==> config.mk <==
export PLATFORM = sky130hd
export DESIGN_NAME = compressor_sequencer
export DESIGN_NICKNAME = d
export VERILOG_FILES = /design/src/rtl/compressor_pkg.sv /design/src/rtl/compressor.sv /design/src/rtl/compressor_sequencer.sv
export SDC_FILE = /design/constraint.sdc
export NUM_CORES = 1
export LEC_CHECK = 0
export CAP_MARGIN = 10
export CORE_ASPECT_RATIO = 1.2
export CORE_MARGIN = 1
export CORE_UTILIZATION = 40
export DETAILED_ROUTE_END_ITERATION = 10
export PLACE_DENSITY = 0.66
export SETUP_SLACK_MARGIN = 0.5
export SYNTH_ARGS = -nofsm -noshare
export SYNTH_HDL_FRONTEND = slang
export SYNTH_SLANG_ARGS = --single-unit
==> constraint.sdc <==
create_clock -name clk -period 9.4 [get_ports clk]
set_input_delay 1.88 -clock clk [delete_from_list [all_inputs] [get_ports clk]]
set_output_delay 1.88 -clock clk [all_outputs]
set_load 0.01 [all_outputs]
==> src/rtl/compressor_pkg.sv <==
// rtl/compressor_pkg.sv - shared constants and FSM state type for the compressor front end
//
// Purpose: default operand geometry, counter widths and the sequencer
//          state encoding shared by compressor and compressor_sequencer.
// Ports:   none (package).

package compressor_pkg;

   localparam int DEF_N_OPS     = 20;  // compressor operand slots
   localparam int DEF_WIDTH     = 20;  // bits per operand
   localparam int DEF_OUT_WIDTH = 26;  // compressor sum width
   localparam int CNT_W         = 5;   // op_count width (0..N_OPS)
   localparam int SETTLE_W      = 4;   // settle counter width (LATENCY 0..15)

   typedef enum logic [1:0] {
      LOAD   = 2'd0,
      SETTLE = 2'd1,
      DONE   = 2'd2
   } seq_state_t;

endpackage

==> src/rtl/compressor.sv <==
// rtl/compressor.sv - 20-operand unsigned compressor (sum of all src ports)
//
// Purpose: adds twenty unsigned DEF_WIDTH-bit operands and presents the
//          DEF_OUT_WIDTH-bit sum as individual result bits.
// Ports:   src0..src19 in  DEF_WIDTH : operands
//          dst0..dst25 out 1         : sum bits, dst0 = LSB

module compressor
   import compressor_pkg::*;
(
   input  logic [DEF_WIDTH-1:0] src0,
   input  logic [DEF_WIDTH-1:0] src1,
   input  logic [DEF_WIDTH-1:0] src2,
   input  logic [DEF_WIDTH-1:0] src3,
   input  logic [DEF_WIDTH-1:0] src4,
   input  logic [DEF_WIDTH-1:0] src5,
   input  logic [DEF_WIDTH-1:0] src6,
   input  logic [DEF_WIDTH-1:0] src7,
   input  logic [DEF_WIDTH-1:0] src8,
   input  logic [DEF_WIDTH-1:0] src9,
   input  logic [DEF_WIDTH-1:0] src10,
   input  logic [DEF_WIDTH-1:0] src11,
   input  logic [DEF_WIDTH-1:0] src12,
   input  logic [DEF_WIDTH-1:0] src13,
   input  logic [DEF_WIDTH-1:0] src14,
   input  logic [DEF_WIDTH-1:0] src15,
   input  logic [DEF_WIDTH-1:0] src16,
   input  logic [DEF_WIDTH-1:0] src17,
   input  logic [DEF_WIDTH-1:0] src18,
   input  logic [DEF_WIDTH-1:0] src19,
   output logic                 dst0,
   output logic                 dst1,
   output logic                 dst2,
   output logic                 dst3,
   output logic                 dst4,
   output logic                 dst5,
   output logic                 dst6,
   output logic                 dst7,
   output logic                 dst8,
   output logic                 dst9,
   output logic                 dst10,
   output logic                 dst11,
   output logic                 dst12,
   output logic                 dst13,
   output logic                 dst14,
   output logic                 dst15,
   output logic                 dst16,
   output logic                 dst17,
   output logic                 dst18,
   output logic                 dst19,
   output logic                 dst20,
   output logic                 dst21,
   output logic                 dst22,
   output logic                 dst23,
   output logic                 dst24,
   output logic                 dst25
);

   logic [DEF_OUT_WIDTH-1:0] sum;

   // Operands are zero-extended to the full result width before adding so
   // no intermediate carry is lost.
   assign sum = DEF_OUT_WIDTH'(src0)  + DEF_OUT_WIDTH'(src1)  + DEF_OUT_WIDTH'(src2)
              + DEF_OUT_WIDTH'(src3)  + DEF_OUT_WIDTH'(src4)  + DEF_OUT_WIDTH'(src5)
              + DEF_OUT_WIDTH'(src6)  + DEF_OUT_WIDTH'(src7)  + DEF_OUT_WIDTH'(src8)
              + DEF_OUT_WIDTH'(src9)  + DEF_OUT_WIDTH'(src10) + DEF_OUT_WIDTH'(src11)
              + DEF_OUT_WIDTH'(src12) + DEF_OUT_WIDTH'(src13) + DEF_OUT_WIDTH'(src14)
              + DEF_OUT_WIDTH'(src15) + DEF_OUT_WIDTH'(src16) + DEF_OUT_WIDTH'(src17)
              + DEF_OUT_WIDTH'(src18) + DEF_OUT_WIDTH'(src19);

   assign {dst25, dst24, dst23, dst22, dst21, dst20, dst19, dst18, dst17, dst16,
           dst15, dst14, dst13, dst12, dst11, dst10, dst9,  dst8,  dst7,  dst6,
           dst5,  dst4,  dst3,  dst2,  dst1,  dst0} = sum;

endmodule

==> src/rtl/compressor_sequencer.sv <==
// rtl/compressor_sequencer.sv - framed valid/ready loader and result capture for the compressor
//
// Purpose: accepts up to N_OPS operand beats per frame, loads them into the
//          compressor operand registers (unused slots stay zero), waits
//          LATENCY+1 edges, captures the sum and offers it on a result port.
// Ports:   clk        in  1         : clock, rising edge
//          rst_n      in  1         : asynchronous active-low reset
//          flush      in  1         : synchronous abort of frame/result
//          in_valid   in  1         : operand beat valid
//          in_ready   out 1         : operand beat accepted (LOAD)
//          in_data    in  WIDTH     : operand value
//          in_last    in  1         : final operand of frame
//          out_valid  out 1         : out_sum valid (DONE)
//          out_ready  in  1         : consumer accepts result
//          out_sum    out OUT_WIDTH : captured compressor sum
//          op_count   out 5         : operands accepted in current frame
//          busy       out 1         : high unless idle in LOAD with no operands

module compressor_sequencer
   import compressor_pkg::*;
#(
   parameter int N_OPS     = DEF_N_OPS,
   parameter int WIDTH     = DEF_WIDTH,
   parameter int OUT_WIDTH = DEF_OUT_WIDTH,
   parameter int LATENCY   = 0
) (
   input  logic                 clk,
   input  logic                 rst_n,
   input  logic                 flush,
   input  logic                 in_valid,
   output logic                 in_ready,
   input  logic [WIDTH-1:0]     in_data,
   input  logic                 in_last,
   output logic                 out_valid,
   input  logic                 out_ready,
   output logic [OUT_WIDTH-1:0] out_sum,
   output logic [CNT_W-1:0]     op_count,
   output logic                 busy
);

   seq_state_t             state;
   logic [SETTLE_W-1:0]    settle_cnt;
   logic [WIDTH-1:0]       ops [N_OPS];
   logic [OUT_WIDTH-1:0]   comp_sum;

   assign busy = !((state == LOAD) && (op_count == '0));

   compressor u_compressor (
      .src0  (ops[0]),   .src1  (ops[1]),   .src2  (ops[2]),   .src3  (ops[3]),
      .src4  (ops[4]),   .src5  (ops[5]),   .src6  (ops[6]),   .src7  (ops[7]),
      .src8  (ops[8]),   .src9  (ops[9]),   .src10 (ops[10]),  .src11 (ops[11]),
      .src12 (ops[12]),  .src13 (ops[13]),  .src14 (ops[14]),  .src15 (ops[15]),
      .src16 (ops[16]),  .src17 (ops[17]),  .src18 (ops[18]),  .src19 (ops[19]),
      .dst0  (comp_sum[0]),  .dst1  (comp_sum[1]),  .dst2  (comp_sum[2]),
      .dst3  (comp_sum[3]),  .dst4  (comp_sum[4]),  .dst5  (comp_sum[5]),
      .dst6  (comp_sum[6]),  .dst7  (comp_sum[7]),  .dst8  (comp_sum[8]),
      .dst9  (comp_sum[9]),  .dst10 (comp_sum[10]), .dst11 (comp_sum[11]),
      .dst12 (comp_sum[12]), .dst13 (comp_sum[13]), .dst14 (comp_sum[14]),
      .dst15 (comp_sum[15]), .dst16 (comp_sum[16]), .dst17 (comp_sum[17]),
      .dst18 (comp_sum[18]), .dst19 (comp_sum[19]), .dst20 (comp_sum[20]),
      .dst21 (comp_sum[21]), .dst22 (comp_sum[22]), .dst23 (comp_sum[23]),
      .dst24 (comp_sum[24]), .dst25 (comp_sum[25])
   );

   always_ff @(posedge clk or negedge rst_n) begin
      if (!rst_n) begin
         state      <= LOAD;
         in_ready   <= 1'b1;
         out_valid  <= 1'b0;
         out_sum    <= '0;
         op_count   <= '0;
         settle_cnt <= '0;
         for (int i = 0; i < N_OPS; i++) ops[i] <= '0;
      end else if (flush) begin
         // out_sum is deliberately kept; only the valid qualifier drops.
         state      <= LOAD;
         in_ready   <= 1'b1;
         out_valid  <= 1'b0;
         op_count   <= '0;
         settle_cnt <= '0;
         for (int i = 0; i < N_OPS; i++) ops[i] <= '0;
      end else begin
         case (state)
            LOAD: begin
               if (in_valid) begin
                  for (int i = 0; i < N_OPS; i++) begin
                     if (op_count == CNT_W'(i)) ops[i] <= in_data;
                  end
                  op_count <= op_count + 1'b1;
                  // A full frame ends itself; in_last on the final slot adds nothing.
                  if (in_last || (op_count == CNT_W'(N_OPS - 1))) begin
                     state      <= SETTLE;
                     in_ready   <= 1'b0;
                     settle_cnt <= '0;
                  end
               end
            end
            SETTLE: begin
               if (settle_cnt == SETTLE_W'(LATENCY)) begin
                  out_sum   <= comp_sum;
                  out_valid <= 1'b1;
                  state     <= DONE;
               end else begin
                  settle_cnt <= settle_cnt + 1'b1;
               end
            end
            DONE: begin
               if (out_ready) begin
                  state     <= LOAD;
                  in_ready  <= 1'b1;
                  out_valid <= 1'b0;
                  op_count  <= '0;
                  for (int i = 0; i < N_OPS; i++) ops[i] <= '0;
               end
            end
            default: begin
               state     <= LOAD;
               in_ready  <= 1'b1;
               out_valid <= 1'b0;
            end
         endcase
      end
   end

endmodule

==> metrics.md <==
| Metric | Value |
|---|---|
| Syn Inst Count | 2,604 |
| Status | finished, final reports clean |
| Routed WL | roughly 61 mm |
| Drt initial violations | 1,079 |
| Hold WC Path Type | reg2reg |
| Hold WS | approximately 0.47 ns |
| Dpl hpwl | between 40 and 50 mm |
| Hold Path End | out_sum[0] |
| # fillers | just over 6k |
| Die Y | 284.1 um |
| Die X | 237.1 um |
| DIE AREA | around 67,000 sq um |
| Synth area leaders | dfrtp_1, fa_1, o21ai_0, nand2_1, inv_1 |
| Final min period | roughly 7.1 ns |
| Dpl cells | 3,383 |
| Synth async-reset ratio | 1.000 |
| Synthesis-to-finish area growth | 11.03% |
| Final Skew | 0.02247 ns |
| Number of CTS-inserted buffers | 50 |
| Layout cell share with drive strength beyond 1 | 0.05169 |
| Clock transition at the registers of the reported paths | 0.06 ns |
| Worst R2R Start | ops[360] |
| Clk buf depth | 3 |
| Post-CTS Setup Inserts | 0 |
| Max Clk Rate | 0.1401 GHz |
| Final ANT Viol Nets | 0 |
| Max Slew Vio Count | 0 |
| Resized cells post-CTS | 0 |
| Most common cell in the netlist | nand2_1 |
| Ys flop type | dfrtp_1 |
| Root Driver | clkbuf_16 |
| Synth warn | 0 |
| CTS H-tree depth | 2 |
| Register bit total from synthesis | 438 |
| Setup violations, final | 0 |
| Worst hold start | out_sum[0] |
| Reg2reg end | out_sum[24] |
| Crit Path Max Fanout | 5 |
| Post-synthesis sequential area ratio | 0.4132 |
| Rel. slew slack | 0.2538 |
| CORE AREA | roughly 66,000 sq um |
| Required time worst endpoint | 9.88 ns |
| Via/cell ratio | 5.005 |
| Total negative slack | 0 ns |
| Largest net degree at the start of global routing | about 200 |
| Via count | 17.37k |
| Antenna violations before repair | 1 |
| Layout Cells excl Fill | 3,471 |
| Clock Sinks | 438 |
| CTS tree | done |
| Max-capacitance violation count | 0 |
| Crit Path Category | reg2reg |
| EDFF count, synth | 0 |
| Netlist Area Pre-Place | 26,530 sq um |
| Distinct cell type count of the synthesized netlist | 60 |
| Synthesized area per cell | 10.19 sq um |
| Worst r2r path cells | 25 |
| Number of antenna diodes | 0 |
| Crit. End Element | flop |
| Clk Latency, worst-skew pair | 0.60 ns |
| Nets | 3,021 |
| Flop2flop setup slack | 2.26 ns |
| Port Buffers | 58 |
| Gr usage total | 0.1938 |
| Initial core utilization | 0.4036 |
| DR pass1 iterations | 7 |
| Final RePlAce weighted congestion | 0.8908 |
| Register Area | 10,960 sq um |
| Row cnt | 103 |
| DR WL/cell | 17.70 um |
| Cell accounting for the most synthesized area | dfrtp_1 |
| Hold Crit Depth | 2 |
| Post-synth top cells | nand2_1, inv_1, o21ai_0, dfrtp_1, fa_1 |
| RSZ-0062 raised after global routing | no |
| Critical path startpoint category | flop |
| Vias in the first global route | 19.04k |
| Total gr overflow | 0 |
| Slew @ Worst Pin | approximately 1.1 ns |
| Final hold viol count | 0 |
| Hold buffer count at cts | 0 |
| Syn nets | 3,030 |
| Fin crit share | 0.7594 |
| First-pass GRT wire length | 102.1 mm |
| Multi-input logic area | between 10,000 and 15,000 sq um |
| Boundary Pins | 60 |
| Top cell type's share of synthesized area | 0.4122 |
| CP arrival | 7.62 ns |
| DRC errors left | 0 |
[layer usage]
| metal | share of wire | vias to the layer above | GRT usage |
|---|---|---|---|
| met4 | 0.026 | 0 | 0.05694 |
| met1 | 0.40 | 8969 | 0.2352 |
| met5 | 0 | - | 0 |
| met2 | 0.54 | 280 | 0.3543 |
| li1 | - | 8023 | - |
| met3 | 0.037 | 100 | 0.02884 |
[cells in the final DEF (no fill, tap or decap), drive strengths merged, types with 2 or more instances in the layout]
| master | instances |
|---|---|
| fa | 338 |
| inv | 443 |
| xor2 | 20 |
| o21a | 5 |
| a221oi | 4 |
| buf | 19 |
| o21ai | 468 |
| mux2i | 2 |
| and3 | 13 |
| a211oi | 3 |
| dfrtp | 437 |
| nand4 | 3 |
| clkbuf | 73 |
| a22o | 3 |
| nor3 | 9 |
| and2 | 5 |
| a21oi | 39 |
| bufinv | 5 |
| xnor2 | 15 |
| a21o | 20 |
| nand2 | 497 |
| nand3 | 12 |
| nor2 | 31 |
| o211ai | 2 |
| or3 | 2 |
| o2111ai | 2 |
| nor2b | 3 |
| clkinv | 8 |
| nand2b | 4 |
| clkdlybuf4s50 | 57 |
| a31oi | 7 |
| ha | 62 |
| nor3b | 2 |
[stage by stage]
stage,setup slack [ns],area [sq um],utilization
2_1_floorplan,2.940,26530,-
3_3_place_gp,2.341,27740,0.4221
3_5_place_dp,2.318,27740,0.4221
4_1_cts,2.288,29450,0.4481
5_1_grt,1.894,29450,0.4481
6_report,2.262,29450,0.4481
[cell families (layout without fill, tap and decap cells)]
kind of cell | count (synthesis) | count (layout) | synth area share
and+or+nand+nor | 584 | 584 | 0.08816
buffers and inverters | 579 | 606 | 0.08636
AOI/OAI and AO/OA | 564 | 564 | 0.1150
DFF | 438 | 438 | 0.4132
adders and majority gates | 400 | 400 | 0.2843
xor gates and xnor gates | 35 | 35 | 0.01156
muxes | 3 | 3 | 0.001179
other | 1 | 1 | 0.0001414
[registers in the layout (all words and copies together), names as in the netlist]
register,flops
settle_cnt,4
op_count,5
out_valid,1
state,2
out_sum,25
ops,400
in_ready,1
[worst max-delay path, stage by stage, from the launching register on]
cell and delay, ns:
dfrtp_1 0.35, ha_1 0.19, inv_1 0.07, fa_1 0.41, nor2b_1 0.17, o31a_1 0.20
a221oi_2 0.11, o21ai_0 0.31, nand2_1 0.15, o21ai_0 0.24, xor2_1 0.20, fa_1 0.43
inv_1 0.09, fa_1 0.43, fa_1 0.46, fa_1 0.55, fa_1 0.44, fa_1 0.50
inv_1 0.05, ha_1 0.35, and3_4 0.23, a221oi_1 0.34, nor2_1 0.11, a311oi_4 0.32
o21ai_1 0.12, a22o_1 0.20
[worst max path at each step]
stage | start | endpoint | slack (ns) | cells after the start
floorplan | ops[360] | out_sum[24] | 2.94 | 25
global placement | ops[360] | out_sum[22] | 2.34 | 26
CTS | ops[360] | out_sum[24] | 2.29 | 25
global route | ops[360] | out_sum[24] | 1.89 | 25
finish | ops[360] | out_sum[24] | 2.26 | 25
detailed placement | ops[360] | out_sum[24] | 2.32 | 25
[area by class of cell]
type / instances / area share
Timing Repair Buffer: 76 / 0.02532
Inverter: 442 / 0.05633
Tap cell: 840 / 0.03568
Clock inverter: 15 / 0.007264
Sequential cell: 438 / 0.3722
Clock buffer: 73 / 0.05089
Multi-Input combinational cell: 1587 / 0.4523
Power is not shown: default switching activity piles up to over one toggle a cycle in this logic, so the estimate is an artifact.
